===== src/rtl/ob_pkg.sv =====
`default_nettype none
// +----------------------------------------------------------------------------+
// | ob_pkg                                                                     |
// | Shared types for the ob_* datapath blocks: CSA compression styles and the  |
// | table count accumulator FSM state encoding.                                |
// | Revision: 1.0                                                              |
// +----------------------------------------------------------------------------+
package ob_pkg;

   typedef enum logic [0:0] {
      CSA_3_2 = 1'b0,
      CSA_4_2 = 1'b1
   } csa_op_t;

   typedef enum logic [3:0] {
      IDLE = 4'b0001,
      RES  = 4'b0010,
      ACC  = 4'b0100,
      OUT  = 4'b1000
   } ob_table_cnt_acc_st_t;

endpackage
`default_nettype wire


===== src/rtl/ob_table_cnt_csa.sv =====
`default_nettype none
// +----------------------------------------------------------------------------+
// | ob_table_cnt_csa                                                           |
// | Combinational carry-save reduction of N W-bit operands to a (s, c) pair.   |
// | Revision: 1.0                                                              |
// +----------------------------------------------------------------------------+
module ob_table_cnt_csa
   import ob_pkg::*;
#(
   parameter int      W  = 32,
   parameter int      N  = 10,
   parameter csa_op_t OP = CSA_3_2
)(
   input  logic [N-1:0][W-1:0] op_i,
   output logic [W-1:0]        s_o,
   output logic [W-1:0]        c_o
);

   function automatic logic [2*W-1:0] csa3(input logic [W-1:0] a,
                                          input logic [W-1:0] b,
                                          input logic [W-1:0] d);
      logic [W-1:0] maj;
      maj = (a & b) | (a & d) | (b & d);
      return {a ^ b ^ d, maj[W-2:0], 1'b0};
   endfunction

   if (N == 1) begin : g_one
      assign s_o = op_i[0];
      assign c_o = '0;
   end else if (OP == CSA_4_2) begin : g_csa42
      logic [W-1:0]   s_v, c_v;
      logic [2*W-1:0] t_v, t2_v;
      // Each 4:2 step is two chained 3:2 stages consuming two operands.
      always_comb begin
         s_v  = op_i[0];
         c_v  = op_i[1];
         t_v  = '0;
         t2_v = '0;
         for (int k = 2; k + 1 < N; k += 2) begin
            t_v  = csa3(s_v, c_v, op_i[k]);
            t2_v = csa3(t_v[2*W-1:W], t_v[W-1:0], op_i[k+1]);
            s_v  = t2_v[2*W-1:W];
            c_v  = t2_v[W-1:0];
         end
         if ((N % 2) == 1) begin
            t_v = csa3(s_v, c_v, op_i[N-1]);
            s_v = t_v[2*W-1:W];
            c_v = t_v[W-1:0];
         end
      end
      assign s_o = s_v;
      assign c_o = c_v;
   end else begin : g_csa32
      logic [W-1:0]   s_v, c_v;
      logic [2*W-1:0] t_v;
      always_comb begin
         s_v = op_i[0];
         c_v = op_i[1];
         t_v = '0;
         for (int k = 2; k < N; k++) begin
            t_v = csa3(s_v, c_v, op_i[k]);
            s_v = t_v[2*W-1:W];
            c_v = t_v[W-1:0];
         end
      end
      assign s_o = s_v;
      assign c_o = c_v;
   end

endmodule
`default_nettype wire


===== src/rtl/ob_table_cnt_acc.sv =====
`default_nettype none
// +----------------------------------------------------------------------------+
// | ob_table_cnt_acc                                                           |
// | Multi-beat table count accumulator: carry-save running total over N lanes  |
// | per beat, one carry-propagate add at end of packet.                        |
// | Option: OB_TABLE_CNT_ACC_SAT_EN saturates out_sum and flags out_ovf.       |
// | Revision: 1.0                                                              |
// +----------------------------------------------------------------------------+
module ob_table_cnt_acc
   import ob_pkg::*;
#(
   parameter int      W         = 32,
   parameter int      N         = 8,
   parameter int      MAX_BEATS = 16,
   parameter csa_op_t OP        = CSA_3_2,
   localparam int     BW        = $clog2(MAX_BEATS + 1)
)(
   input  logic               clk,
   input  logic               rst,
   input  logic               in_vld,
   output logic               in_rdy,
   input  logic [N-1:0][W-1:0] in_x,
   input  logic [N-1:0]       in_msk,
   input  logic               in_last,
   output logic               out_vld,
   input  logic               out_rdy,
   output logic [W-1:0]       out_sum,
   output logic [BW-1:0]      out_beats,
   output logic               out_ovf
);

   localparam int AW = W + $clog2(MAX_BEATS * N);
`ifdef OB_TABLE_CNT_ACC_SAT_EN
   localparam int SW = AW;
`else
   // Only the low W bits of the total are ever observed in the wrapping build.
   localparam int SW = W;
`endif

   ob_table_cnt_acc_st_t state_q, state_d;

   logic [AW-1:0]           s_q, c_q, s_w, c_w;
   logic [N+1:0][AW-1:0]    csa_in_w;
   logic [SW-1:0]           sum_q, sum_w;
   logic [BW-1:0]           beats_q, beats_inc_w, out_beats_q;
   logic                    accept_w, close_w;

   always_comb begin
      csa_in_w = '0;
      for (int i = 0; i < N; i++) begin
         csa_in_w[i] = in_msk[i] ? {{(AW-W){1'b0}}, in_x[i]} : '0;
      end
      csa_in_w[N]   = s_q;
      csa_in_w[N+1] = c_q;
   end

   ob_table_cnt_csa #(
      .W  (AW),
      .N  (N + 2),
      .OP (OP)
   ) u_csa (
      .op_i (csa_in_w),
      .s_o  (s_w),
      .c_o  (c_w)
   );

   assign in_rdy      = ~rst & ((state_q == IDLE) | (state_q == ACC));
   assign accept_w    = in_vld & in_rdy;
   assign beats_inc_w = beats_q + 1'b1;
   assign close_w     = in_last | (beats_inc_w == BW'(MAX_BEATS));
   assign sum_w       = s_q[SW-1:0] + c_q[SW-1:0];

   always_comb begin
      state_d = state_q;
      unique case (state_q)
         IDLE, ACC: if (accept_w) state_d = close_w ? RES : ACC;
         RES:       state_d = OUT;
         OUT:       if (out_rdy) state_d = IDLE;
         default:   state_d = IDLE;
      endcase
   end

   always_ff @(posedge clk or posedge rst) begin
      if (rst) begin
         state_q     <= IDLE;
         s_q         <= '0;
         c_q         <= '0;
         beats_q     <= '0;
         sum_q       <= '0;
         out_beats_q <= '0;
      end else begin
         state_q <= state_d;
         if (accept_w) begin
            s_q     <= s_w;
            c_q     <= c_w;
            beats_q <= beats_inc_w;
         end
         if (state_q == RES) begin
            sum_q       <= sum_w;
            out_beats_q <= beats_q;
         end
         // Clear the running state on handoff so IDLE always starts from zero.
         if ((state_q == OUT) && out_rdy) begin
            s_q     <= '0;
            c_q     <= '0;
            beats_q <= '0;
         end
      end
   end

   assign out_vld   = (state_q == OUT);
   assign out_beats = out_beats_q;

`ifdef OB_TABLE_CNT_ACC_SAT_EN
   assign out_ovf = |sum_q[SW-1:W];
   assign out_sum = out_ovf ? '1 : sum_q[W-1:0];
`else
   assign out_ovf = 1'b0;
   assign out_sum = sum_q;
`endif

endmodule
`default_nettype wire

===== config.mk =====
export PLATFORM = sky130hd
export DESIGN_NAME = ob_table_cnt_acc
export DESIGN_NICKNAME = d
export VERILOG_FILES = /design/src/rtl/ob_pkg.sv /design/src/rtl/ob_table_cnt_csa.sv /design/src/rtl/ob_table_cnt_acc.sv
export SDC_FILE = /design/constraint.sdc
export NUM_CORES = 1
export LEC_CHECK = 0
export ABC_AREA = 1
export CAP_MARGIN = 5
export CORE_MARGIN = 2
export CORE_UTILIZATION = 38
export DETAILED_ROUTE_END_ITERATION = 8
export GPL_ROUTABILITY_DRIVEN = 1
export PLACE_DENSITY = 0.63
export SLEW_MARGIN = 5
export SYNTH_ARGS = -nofsm -noshare
export SYNTH_HDL_FRONTEND = slang
export SYNTH_SLANG_ARGS = --single-unit

===== constraint.sdc =====
create_clock -name clk -period 3.9 [get_ports clk]
set_input_delay 0.39 -clock clk [delete_from_list [all_inputs] [get_ports clk]]
set_output_delay 0.39 -clock clk [all_outputs]
set_load 0.05 [all_outputs]

* Word level (Yosys, flattened, before mapping)
Index checks and enable logic that the tools add are counted.
** Cells by class
- $add $sub $neg :: 2
- Equality and inequality tests :: 7
- Mux-type cells :: 18
- Bitwise gates (word level) :: 61
- Reductions and logical operators :: 4
** Operator list (number)
- $or A38 B38 Y38 :: 15
- $and A38 B38 Y38 :: 11
- $and A38 B32 Y38 :: 10
- $xor A39 B39 Y39 :: 9
- $mux W32 :: 8
- $xor A39 B32 Y39 :: 5
- $mux W39 :: 4
- $and A32 B32 Y32 :: 3
- $xor A32 B32 Y32 :: 2
- $or A38 B32 Y38 :: 1
- $add A32 B32 Y32 :: 1
- $pmux W4 S3 :: 1
- $mux W5 :: 2
- $mux W4 :: 2
- $add A5 B1 Y5 const B :: 1
- $eq A5 B5 Y1 const B :: 1
- $eq A4 B1 Y1 const B :: 1
- $eq A4 B2 Y1 const B :: 1
- $eq A4 B3 Y1 const B :: 1
- $eq A4 B4 Y1 const B :: 1
- $mux W3 :: 1
- $and A1 B1 Y1 :: 2
- $ne A2 B1 Y1 const B :: 1
- $ne A2 B2 Y1 const B :: 1
- other kinds (6) :: 7
** Word-level totals
- Register bits after elaboration :: 124
- Input bits :: 269
- Output and inout bits :: 40
- Word-level logic and storage cells :: 98

* Depth between registers and ports, before layout
- Depth after elaboration :: 27
- Gate-level depth with buffers :: 28
- Gate-level depth less buffers :: 26

* Hierarchy
Synthesis repeated with hierarchy kept, for this count alone.
** Second synthesis, totals
- Cells, all modules :: 1938
- Area, all modules :: 15625.0 µm²
** Modules (own cells, without submodules)
- ob_table_cnt_acc :: instances 1, cells each 1542, area each 9186.3 µm², seq. area each 3104.2 µm²
- ob_table_cnt_csa :: instances 1, cells each 396, area each 6438.7 µm², seq. area each 0.0 µm²

* Worst setup path before layout
OpenSTA, ideal clock, no wires.
- Path type :: in2reg
- Start point :: in in_msk[2]
- End point :: reg s_q[2]
- Setup time :: 0.121 ns
- Arrival :: 4.992 ns
- Required time :: 3.779 ns
- Slack :: -1.213 ns
- Stages on the path :: 17
- Buffers on the path :: 2
- Cell sequence :: clkbuf_1 > clkbuf_1 > nand2_1 > fa_1 > inv_1 > fa_1 > inv_1 > fa_1 > fa_1 > inv_1 > fa_1 > inv_1 > fa_1 > fa_1 > inv_1 > fa_1 > a22o_1
** On the way
- Cells in the longest elaborated chain, start to end :: 21
- Elaborated cells between the ends (all ways) :: 52
- Classes of those cells :: 3 x mux; 49 x bitwise
** Ends and longest elaborated chain
- start: declaration :: RTL line ob_table_cnt_acc.sv:23 : input logic [N-1:0] in_msk,
- $mux W32 (*) :: RTL line ob_table_cnt_acc.sv:51 : csa_in_w[i] = in_msk[i] ? {{(AW-W){1'b0}}, in_x[i]} : '0;
- $and A32 B32 Y32 :: RTL line ob_table_cnt_csa.sv:23 : maj = (a & b) | (a & d) | (b & d);
- $or A38 B38 Y38 :: RTL line ob_table_cnt_csa.sv:23
- $or A38 B32 Y38 :: RTL line ob_table_cnt_csa.sv:23
- $and A38 B38 Y38 or $xor A39 B39 Y39 (tied branches) :: RTL line ob_table_cnt_csa.sv:23, ob_table_cnt_csa.sv:24
- $or A38 B38 Y38 or $xor A39 B32 Y39 (tied branches) :: RTL line ob_table_cnt_csa.sv:23, ob_table_cnt_csa.sv:24
- $or A38 B38 Y38 (tied with other cells) :: RTL line ob_table_cnt_csa.sv:23
- $xor A39 B39 Y39 (tied with other cells) :: RTL line ob_table_cnt_csa.sv:24 : return {a ^ b ^ d, maj[W-2:0], 1'b0};
- [... 3 more ...]
- $xor A39 B39 Y39 (tied with other cells) :: RTL line ob_table_cnt_csa.sv:24
- $xor A39 B32 Y39 (tied with other cells) :: RTL line ob_table_cnt_csa.sv:24
- $xor A39 B39 Y39 (tied with other cells) :: RTL line ob_table_cnt_csa.sv:24
- $xor A39 B32 Y39 (tied with other cells) :: RTL line ob_table_cnt_csa.sv:24
- $xor A39 B39 Y39 or $or A38 B38 Y38 (tied branches) (2 in a row) :: RTL line ob_table_cnt_csa.sv:24, ob_table_cnt_csa.sv:23
- $xor A39 B39 Y39 (*) (2 in a row) :: RTL line ob_table_cnt_csa.sv:24
- $mux W39 (*) :: RTL line ob_table_cnt_acc.sv:93 : if (accept_w) begin
- $mux W39 (*) :: RTL line ob_table_cnt_acc.sv:103 : if ((state_q == OUT) && out_rdy) begin
- end signal: assignment :: RTL line ob_table_cnt_acc.sv:94 : s_q <= s_w;
- end: declaration :: RTL line ob_table_cnt_acc.sv:42 : logic [AW-1:0] s_q, c_q, s_w, c_w;
Mark *: on every way between the ends. The rest lies on a longest branch, timed or not. The select of a mux whose other input is x is not followed.
A chain may end at the register's enable or synchronous reset.

* Worst setup path in the final report
- Start point :: in in_msk[0]
- End point :: reg s_q[22]
** On the way
- Cells in the longest elaborated chain, start to end :: 26
- Elaborated cells between the ends (all ways) :: 53
- Classes of those cells :: 3 x mux; 50 x bitwise
** Ends and longest elaborated chain (RTL line)
- $mux W32 (*) :: ob_table_cnt_acc.sv:51
- $and A32 B32 Y32 :: ob_table_cnt_csa.sv:23
- $or A38 B38 Y38 :: ob_table_cnt_csa.sv:23
- $or A38 B32 Y38 :: ob_table_cnt_csa.sv:23
- $and A38 B38 Y38 :: ob_table_cnt_csa.sv:23
- $or A38 B38 Y38 (2 in a row) :: ob_table_cnt_csa.sv:23
- $and A38 B38 Y38 :: ob_table_cnt_csa.sv:23
- $or A38 B38 Y38 (2 in a row) :: ob_table_cnt_csa.sv:23
- [... 4 more ...]
- $or A38 B38 Y38 (2 in a row) :: ob_table_cnt_csa.sv:23
- $and A38 B38 Y38 :: ob_table_cnt_csa.sv:23
- $or A38 B38 Y38 (2 in a row) :: ob_table_cnt_csa.sv:23
- $and A38 B38 Y38 :: ob_table_cnt_csa.sv:23
- $or A38 B38 Y38 (2 in a row) :: ob_table_cnt_csa.sv:23
- $xor A39 B39 Y39 (*) (2 in a row) :: ob_table_cnt_csa.sv:24
- $mux W39 (*) :: ob_table_cnt_acc.sv:93
- $mux W39 (*) :: ob_table_cnt_acc.sv:103
Marks and branches as above.

==> reports/qor.txt <==
Outcome - finished with violations
Failing checks - negative setup slack
Clk Latency, worst-skew pair - 0.37 ns
Hold/Removal Path Class - register to register
Core Footprint - 33,300 um2
Hold_buf cts - 0
Largest net degree at the start of global routing - 67
Layout Utilization - 53.5%
Final setup viols - 61
Period minus WS final - 4.81 ns
Hpwl dp - 32,700 um
Die Ht - 187 um
Detailed Route WL - 39,600 um
First-iteration detailed-routing DRC count - 473
Post-Syn Nets - 1,996
Fin. max-slew vios - 0
Fmax - 208 MHz
Syn_area_per_cell - 8.78 um2
Die ar. - 35,000 um2
Final GP Congestion - 0.915
Clk_skew - 0.0177 ns
PnR worst setup slack - -0.911 ns
Total of fill cells in the finished design - 3,108
CTS root buffer - clkbuf_16
Gr ovfl total - 0
Crit path DAT - 5.07 ns
Vias in the first global route - 11,600
Crit. End Element - register
Max clock buf depth - 2
Area grow syn2layout - 40.0%
Power consumption - 11.8 mW
Final ANT Viol Nets - 0
Cts bufs inserted - 9
Synthesized area - 12,700 um2
Peak VDD IR - 385 uV
Post-route DRC - 0
Register area share after synthesis - 21.3%
Max-Slew Margin vs Limit - 27.1%
Htree depth - 3
Initial antenna violation count - 1
Netlist cell types - 43
Crit Path Max Fanout - 6
I/O Pins - 309
Clock slew at reported path FFs - 0.08 ns
Crit share post-route - 123%
Initial core utilization - 38.2%
Tot GR Track Use - 23.1%
CTS Sinks - 108
Slew at the pin closest to its max-slew limit - 1.09 ns
Critical Path Start Type - input port
Drt first pass iters - 7
Vias - 10,800
DR WL/cell - 17.8 um
Die X - 187 um
Global-route wire length before repair - 62,700 um
Leak - 8.56 nW
Fin nets - 2,317
Most frequent cells in the layout - 413 x nand2_1, 213 x clkdlybuf4s50_1, 203 x inv_1
Via density - 4.84
Commonest non-fill, non-tap cell in the layout - nand2_1
Gate Count Post-Synth - 1,449
PortBufs - 307
Num rows - 67
Kind of critical path - input port to register
Critical Path RT - 4.16 ns
Final Hold Vio Count - 0
Max-Cap Viols - 0
Synth warnings - 0
Share of cells above drive strength 1 - 18.2%
PwrDens - 663 nW/um2
RSZ-0062 raised after global routing - yes
Yosys reg bits - 108
CTS tree - done
==> through the flow <==
stage / TNS (ns) / area (um2) / setup WS (ns) / hold WS, ns / std cells
after floorplan: -52.69 / 12800 / -0.970 / 0.463 / 1449
after global placement: -92.69 / 16400 / -1.81 / 0.460 / 2171
after detailed placement: -96.29 / 16400 / -1.87 / 0.461 / 2171
after CTS: -46.56 / 17600 / -0.925 / 0.479 / 2216
after global routing: -50.34 / 17800 / -0.991 / 0.500 / 2224
final: -45.13 / 17800 / -0.911 / 0.471 / 2224
==> sequential cells by signal, indices dropped and copies added (netlist names) <==
register	count
state_q	4
s_q	32
beats_q	5
out_beats	5
out_sum	32
c_q	30
==> power by group <==
part | switching (mW) | internal, mW
combinational | 4.76 | 3.96
clock | 0.484 | 0.464
sequential | 0.521 | 1.62
==> per-layer routing <==
layer | share of wire (%) | vias up | global-route usage (%)
li1 | - | 5097 | -
met1 | 41 | 5281 | 29.0
met2 | 50 | 323 | 40.6
met3 | 5.4 | 54 | 4.52
met4 | 3.0 | 0 | 6.56
met5 | 0 | - | 0
==> cells in the mapped netlist, drive strengths merged <==
cell	number	share of area, %
a21o	2	0.12
a21oi	35	1.4
a22o	57	3.9
a31oi	2	0.098
a32o	1	0.079
and2	1	0.049
buf	16	0.75
clkbuf	33	0.97
conb	1	0.029
dfrtp	107	21
dfstp	1	0.21
fa	241	38
ha	37	3.6
inv	233	6.9
nand2	479	14
nand3	56	2.2
nand3b	5	0.30
nand4	9	0.49
nor2	52	1.6
nor3	7	0.40
nor4	1	0.049
o211ai	1	0.059
o21a	2	0.12
o21ai	46	1.8
o21bai	3	0.18
o22ai	2	0.098
o31ai	3	0.18
or2	3	0.17
xnor2	10	0.69
xor2	3	0.21
==> critical path: stages <==
cell	delay (ns)
buf_12	0.11
buf_12	0.13
buf_8	0.12
buf_12	0.14
nand2_4	0.05
fa_2	0.43
fa_1	0.53
fa_2	0.46
fa_1	0.51
inv_1	0.06
fa_1	0.50
fa_2	0.45
fa_2	0.54
fa_2	0.43
a22o_1	0.21
==> cells by family (layout without fill, tap and decap cells) <==
family	after synthesis	in the layout	share of synthesized area, %
xor+xnor	13	13	0.895
flops	108	108	21.3
simple gates	613	613	19.6
buf+inv	282	608	8.61
fa+ha+maj	278	278	41.6
other cells	1	2	0.0295
compound gates	154	154	8.06
==> final cells by class <==
cell class / count / area (um2) / area share (%)
inverter: 233 / 880 / 4.94
clock inverter: 7 / 81.3 / 0.457
timing repair buffer: 359 / 3740 / 21.0
antenna: 1 / 2.50 / 0.0141
sequential: 108 / 2700 / 15.2
multi-input combinational: 1059 / 9620 / 54.0
clock buffer: 9 / 225 / 1.26
tap: 448 / 561 / 3.15
==> path summary, 6_finish.rpt <==
check / start / depth (start not counted) / endpoint / slack, ns
setup / recovery: in_msk[0] / 15 / s_q[22] / -0.91
hold reg to reg: out_beats[0] / 2 / out_beats[0] / 0.47
max in group asynchronous: rst / 3 / s_q[24] / 2.63
min in group asynchronous: rst / 2 / state_q[1] / 0.50
hold / removal: out_beats[0] / 2 / out_beats[0] / 0.47
setup reg to reg: c_q[11] / 9 / out_sum[30] / 1.47
==> what timing repair did <==
item | 4_1_cts | 5_1_grt
setup buffers | 24 | 9
resized for setup | 344 | 72
pin swaps | 60 | 55
gates cloned | 5 | 1
setup endpoints to repair | 61 | 61
Note: power is estimated with default switching activity, not from simulation.
